==> src/rtl/mult_pkg.sv <==
// -----------------------------------------------------------------------------
// mult_pkg
// Shared definitions for the shift-and-add multiplier control unit.
//   mult_state_t   : 3-bit state encoding of the control FSM
//   OUT_*          : per-state strobe vectors, packed as {count, lm, lp, sm}
//   state_outputs(): Moore decode from a state to its strobe vector
// -----------------------------------------------------------------------------
package mult_pkg;

    typedef enum logic [2:0] {
        IDLE   = 3'd0,
        LOAD   = 3'd1,
        ADD    = 3'd2,
        SHIFT  = 3'd3,
        FINISH = 3'd4
    } mult_state_t;

    // Strobe vectors, bit order {count, lm, lp, sm}
    localparam logic [3:0] OUT_IDLE   = 4'b0000;
    localparam logic [3:0] OUT_LOAD   = 4'b0110;
    localparam logic [3:0] OUT_ADD    = 4'b0010;
    localparam logic [3:0] OUT_SHIFT  = 4'b1001;
    localparam logic [3:0] OUT_FINISH = 4'b0000;

    // Unused encodings decode to all-zero strobes so a corrupted state can
    // never disturb the datapath before it falls back to IDLE.
    function automatic logic [3:0] state_outputs(input mult_state_t s);
        logic [3:0] v;
        v = OUT_IDLE;
        case (s)
            IDLE:    v = OUT_IDLE;
            LOAD:    v = OUT_LOAD;
            ADD:     v = OUT_ADD;
            SHIFT:   v = OUT_SHIFT;
            FINISH:  v = OUT_FINISH;
            default: v = OUT_IDLE;
        endcase
        return v;
    endfunction

endpackage

==> src/rtl/mult_control_fsm.sv <==
// -----------------------------------------------------------------------------
// mult_control_fsm
// Moore control FSM for the sequential shift-and-add multiplier. Loads the
// operands, then alternates ADD and SHIFT until the datapath counter reports
// done, then parks in FINISH until start is released.
// Ports:
//   count (out) : increment the datapath iteration counter
//   lm    (out) : load multiplicand register
//   lp    (out) : load/write product register
//   sm    (out) : shift product/multiplier register right by one
//   clk   (in)  : clock, rising edge
//   start (in)  : level request to begin a multiplication
//   done  (in)  : iteration counter has reached its final value
//   rst   (in)  : asynchronous active-high reset
// -----------------------------------------------------------------------------
module mult_control_fsm
    import mult_pkg::*;
(
    output logic count,
    output logic lm,
    output logic lp,
    output logic sm,
    input  logic clk,
    input  logic start,
    input  logic done,
    input  logic rst
);

    mult_state_t state_q;
    mult_state_t state_d;
    logic [3:0]  strobes;

    // State register; reset takes effect immediately, not on the next edge.
    always_ff @(posedge clk or posedge rst) begin
        if (rst) begin
            state_q <= IDLE;
        end else begin
            state_q <= state_d;
        end
    end

    // Next-state logic. start is only looked at in IDLE/FINISH and done only
    // in SHIFT, so dropping start mid-operation never aborts it.
    always_comb begin
        state_d = IDLE;
        case (state_q)
            IDLE:    state_d = start ? LOAD : IDLE;
            LOAD:    state_d = ADD;
            ADD:     state_d = SHIFT;
            SHIFT:   state_d = done ? FINISH : ADD;
            // Waiting for start to fall prevents retriggering on a held start.
            FINISH:  state_d = start ? FINISH : IDLE;
            default: state_d = IDLE;
        endcase
    end

    // Output decode from the registered state only.
    always_comb begin
        strobes = state_outputs(state_q);
    end

    assign {count, lm, lp, sm} = strobes;

endmodule

==> config.mk <==
export PLATFORM = sky130hd
export DESIGN_NAME = mult_control_fsm
export DESIGN_NICKNAME = d
export VERILOG_FILES = /design/src/rtl/mult_pkg.sv /design/src/rtl/mult_control_fsm.sv
export SDC_FILE = /design/constraint.sdc
export NUM_CORES = 1
export LEC_CHECK = 0
export ABC_AREA = 1
export CAP_MARGIN = 5
export CORE_AREA = 2 2 39 41
export DETAILED_ROUTE_END_ITERATION = 7
export DIE_AREA = 0 0 41 43
export PLACE_DENSITY_LB_ADDON = 0.08
export SLEW_MARGIN = 20
export SYNTH_ARGS = -nofsm -noshare
export SYNTH_HDL_FRONTEND = slang
export SYNTH_SLANG_ARGS = --single-unit
==> constraint.sdc <==
create_clock -name clk -period 1.7 [get_ports clk]
set_input_delay 0.17 -clock clk [delete_from_list [all_inputs] [get_ports clk]]
set_output_delay 0.17 -clock clk [all_outputs]
set_load 0.02 [all_outputs]
==> out/summary.txt, run 1 <==
ys flop type: dfrtp_1
# clock sinks: 3
CTS tree: yes
port bufs: 7
Max Cap Viol: 0
area share of the largest cell type after synthesis: 44.78%
Post-Synthesis Cell Area: 167.7 um2
syn nets: 27
final net count: 38
top flop regs: state_q x3
initial antenna violation count: 0
ANT cells: 0
Distinct cells, synth: 8
most flop-heavy register: state_q
r2r endpoint: state_q[1]
count leader, synth: inv_1
TritonCTS buffer count: 3
Slew HR: 85.00%
clock skew: 0.001747 ns
Worst EP required: 1.53 ns
Setup crit end kind: output pin
largest net degree at the start of global routing: 5
GRT Residual Overflow: 0
setup violators final: 0
Post-route DRC: 0
core area: 1384 um2
Yosys top cell by area: dfrtp_1
Startpoint Class: register
layout cells sized above 1: 15.15%
Final Hold Viols: 0
Leak: 0.0001684 uW
outcome: complete, no violations
final slew viol count: 0
commonest cells in the netlist: inv_1 (7), nand2_1 (5), nand3_1 (4), dfrtp_1 (3)
global-route wire length before repair: 621 um
asr flop ratio synth: 100.0%
Slew @ Worst Pin: 0.2246 ns
number of global-route vias before repair: 166
dpl ws: 0.2691 ns
gr usage total: 5.740%
Final Wtd Congestion: 0.6225
dominant cells by area after synthesis: dfrtp_1 (45%), inv_1 (16%), nand3_1 (12%)
critical path's slowest cell: clkdlybuf4s50_1
min Tclk post-route: 1.588 ns
DR vias: 161
drt first pass iters: 3
worst r2r src: state_q[2]
Fin Hold WS: 0.1008 ns
Crit path arrival time: 1.42 ns
clk slew on worst S/H paths: 0.04 ns
Clock Tree Buf Depth: 2
antenna-violating nets left: 0
register bit total from synthesis: 3
crit-path cells: nand2_1 -> nor2_2 -> clkdlybuf4s50_1
Post-DP HPWL: 272.9 um
Post-Syn Instances: 23
FF-to-FF path depth: 3
Worst VDD drop: 0.4644 mV
vias per inst: 3.286
Row Count: 14
Ys Warns: 0
Die ar.: 1763 um2
sequential element share of the synthesized area: 44.78%
max reg flops: 3
Final Cycle Share: 93.41%
CP Launch Point: state_q[0]
Crit path largest cell delay: 0.62 ns
H-tree levels: 1
critical path class: register to output pin
fillers: 160
CTS Root Cell: clkbuf_4
clk_lat worst skew: 0.23 ns
Initial Util: 12.12%
pwr/cell area: 1925 nW/um2
DRT iter0 DRCs: 2
WL/cell: 6.673 um
Crit Path Max Fanout: 4
Hold WC Path Type: input port to asynchronous set/reset pin
Post-Syn Area per Cell: 7.290 um2
setup_tns: 0 ns
RSZ-0062 raised after global routing: false
area growth from synthesis to layout: 67.91%
Final WS setup: 0.1120 ns
die width: 41 um
# IOs: 8
WL final: 327 um
Post-synth EDFFs: 0
DIE HEIGHT: 43 um
reg2reg setup slack: 0.92 ns
FMAX: 629.7 MHz
Util after Layout: 20.34%
[what timing repair did]
| action | CTS | global route |
|---|---|---|
| gates resized for setup | 0 | 2 |
| setup buffers | 0 | 0 |
| hold buffers | 0 | 0 |
| setup endpoints to repair | 0 | 2 |
| endpoints found under the hold margin | 0 | 0 |
[cell usage in the layout (no fill, tap or decap)]
cell,netlist,routed
inv_1,7,7
nand2_1,5,5
clkdlybuf4s50_1,0,5
nand3_1,4,4
clkbuf_4,0,3
dfrtp_1,3,3
dlymetal6s2s_1,0,2
a21oi_1,1,1
nor2_2,1,1
o21ai_2,1,1
clkbuf_1,0,1
[metal layers]
layer  vias up  track usage (%)  share of wire, %  wire length (um)
met5         -                0                 0                 0
met4         0            6.000                 0                 0
met3         0            3.141               9.8                32
met2         7            6.875                48               158
met1        67            6.494                42               136
li1         87                -                 -                 -
[power breakdown]
group | internal [uW] | switching, uW | leakage [uW]
clock network | 87.9 | 35.8 | 0.0000150
logic | 128 | 163 | 0.000116
registers | 104 | 23.5 | 0.0000377
[cell families after synthesis]
family | count (synthesis) | synth area share, %
simple gates | 10 | 26.87
buf+inv | 8 | 20.15
compound gates | 2 | 8.207
flops | 3 | 44.77
[critical path: cells and delay by family (launching register included)]
family | cells | cell delay (ns)
buffers and inverters | 1 | 0.62
and+or+nand+nor | 2 | 0.21
DFF | 1 | 0.36
[cell type report]
cell class / count / area [um2] / share of cell area, %
sequential: 3 / 75.07 / 26.67
timing repair buffer: 7 / 75.07 / 26.67
multi-input combinational: 12 / 58.81 / 20.89
clock buffer: 4 / 26.28 / 9.333
inverter: 7 / 26.28 / 9.333
tap: 16 / 20.02 / 7.111
[per-stage QoR]
step / cells / power [uW] / cell area, um2
finish: 49 / 541.9 / 281.5
global placement: 45 / 435.9 / 250.2
global route: 49 / 598.2 / 281.5
CTS: 49 / 562.4 / 276.5
detailed placement: 45 / 432.4 / 250.2
floorplan: 23 / 315.0 / 167.7
[worst max path at each step]
stage	to	slack, ns	cells after the start
CTS	lp	0.01	4
floorplan	sm	0.67	2
detailed placement	lp	0.27	4
global route	count	0.008	3
finish	sm	0.11	3
global placement	lp	0.27	4
Note: power is estimated with default switching activity, not from simulation.
==> run 2: changes to the inputs <==
- REMOVE_ABC_BUFFERS: default -> 1
==> out/summary.txt, run 2 (synthesis gave the netlist of run 1 again) <==
P_sw: 221.7 uW
Slew HR: 85.20%
DIE HEIGHT: 43 um
port bufs: 7
critical path's slowest cell: clkdlybuf4s50_1
DR vias: 165
ANT cells: 0
top flop regs: state_q x3
WL final: 335 um
Post-route DRC: 0
gr usage total: 5.438%
global-route wire length before repair: 579 um
number of global-route vias before repair: 162
antenna-violating nets left: 0
largest net degree at the start of global routing: 5
crit-path cells: nand2_1 -> nor2_2 -> clkdlybuf4s50_1
met2 Use GR: 6.875%
outcome: complete, no violations
TritonCTS buffer count: 3
setup_tns: 0 ns
CTS Root Cell: clkbuf_4
drt first pass iters: 1
clk_lat worst skew: 0.23 ns
pwr/cell area: 1924 nW/um2
combinational share of power: 53.7%
Fin Hold WS: 0.1033 ns
DRT iter0 DRCs: 0
most flop-heavy register: state_q
H-tree levels: 1
most frequent cells in the layout: inv_1 (7), nand2_1 (5), clkdlybuf4s50_1 (5)
GR Layer Usage met1: 5.195%
Crit Path Max Fanout: 4
CP delay by family, top: buffers and inverters
Worst EP required: 1.53 ns
clock skew: 0.001371 ns
die width: 41 um
Crit path largest cell delay: 0.62 ns
CTS tree: yes
Clock Tree Buf Depth: 2
Row Count: 14
Worst VDD drop: 0.4554 mV
# IOs: 8
Setup Fix Bufs, Post-CTS: 0
clk slew on worst S/H paths: 0.04 ns
layer with the highest usage: met4
M3 GR Usage: 2.094%
Startpoint Class: register
max reg flops: 3
final net count: 38
Cell Int Power: 319.9 uW
r2r endpoint: state_q[1]
layout cells sized above 1: 15.15%
clock power share: 22.9%
setup violators final: 0
critical path class: register to output pin
worst r2r src: state_q[0]
initial antenna violation count: 0
Initial Util: 12.12%
final slew viol count: 0
min Tclk post-route: 1.586 ns
switch share: 40.94%
FF-to-FF path depth: 4
Final Cycle Share: 93.30%
Max Cap Viol: 0
FMAX: 630.5 MHz
RSZ-0062 raised after global routing: false
WL/cell: 6.837 um
fillers: 161
Setup crit end kind: output pin
Hold WC Path Type: input port to asynchronous set/reset pin
Final Wtd Congestion: 0.6612
core area: 1384 um2
Die ar.: 1763 um2
CP bufs+invs: 1
Final Hold Viols: 0
most common cell after layout, fill and taps aside: inv_1
reg2reg setup slack: 0.92 ns
GRT Residual Overflow: 0
Leak: 0.0001684 uW
# clock sinks: 3
Crit path arrival time: 1.42 ns
vias per inst: 3.367
area growth from synthesis to layout: 67.91%
Slew @ Worst Pin: 0.2217 ns
Reg power frac: 23.4%
## run 2: how the worst max path moves through the flow
| stage | from | end | slack (ns) | cells after the start |
|---|---|---|---|---|
| 5_1_grt | state_q[1] | sm | 0.01 | 3 |
| 3_3_place_gp | state_q[2] | lp | 0.27 | 4 |
| 2_1_floorplan | state_q[2] | state_q[2] | 0.66 | 3 |
| 4_1_cts | state_q[2] | lp | 0.02 | 4 |
| 3_5_place_dp | state_q[2] | lp | 0.27 | 4 |
| 6_report | state_q[0] | count | 0.11 | 3 |
## run 2: worst register-to-register path, stage by stage (launching register included)
cell and delay (ns):
dfrtp_1 0.35, nand2_1 0.07, nor2_2 0.14, nand2_1 0.07, nand3_1 0.08
## run 2: final cells by class
type / instances / area [um2] / area share (%)
clock buffer: 4 / 26.28 / 9.333
inverter: 7 / 26.28 / 9.333
multi-input combinational: 12 / 58.81 / 20.89
sequential: 3 / 75.07 / 26.67
tap: 16 / 20.02 / 7.111
timing repair buffer: 7 / 75.07 / 26.67
## run 2: power by group through the flow
| stage | clock network (uW) | registers (uW) | logic, uW |
|---|---|---|---|
| final | 124 | 127 | 291 |
| after global routing | 140 | 133 | 327 |
| after CTS | 132 | 127 | 306 |
| after detailed placement | 0 | 128 | 306 |
| after global placement | 0 | 128 | 308 |
| after floorplan | 0 | 124 | 177 |
## run 2: metrics by stage
step	instances	worst slack [ns]	total power [uW]	utilization, %	area, um2
floorplan	22	0.6575	300.7	-	160.2
global placement	45	0.2686	436.7	18.08	250.2
detailed placement	45	0.2719	434.0	18.08	250.2
CTS	49	0.01733	565.6	19.98	276.5
global route	49	0.01363	599.1	20.34	281.5
finish	49	0.1139	541.5	20.34	281.5
## run 2: per-layer routing
layer / wire (um) / vias up
met5: 0 / -
met4: 0 / 0
met3: 31 / 0
met2: 179 / 5
met1: 125 / 74
li1: - / 86
## run 2: repair_timing
action                     4_1_cts  5_1_grt
resized for setup                0        2
setup endpoints to repair        0        2
hold buffers                     0        0
==> run 3: changes to the inputs <==
- SKIP_LAST_GASP: default -> 1
==> results of run 3 <==
Same layout as run 2: the final DEF is identical, and so are final timing and power.
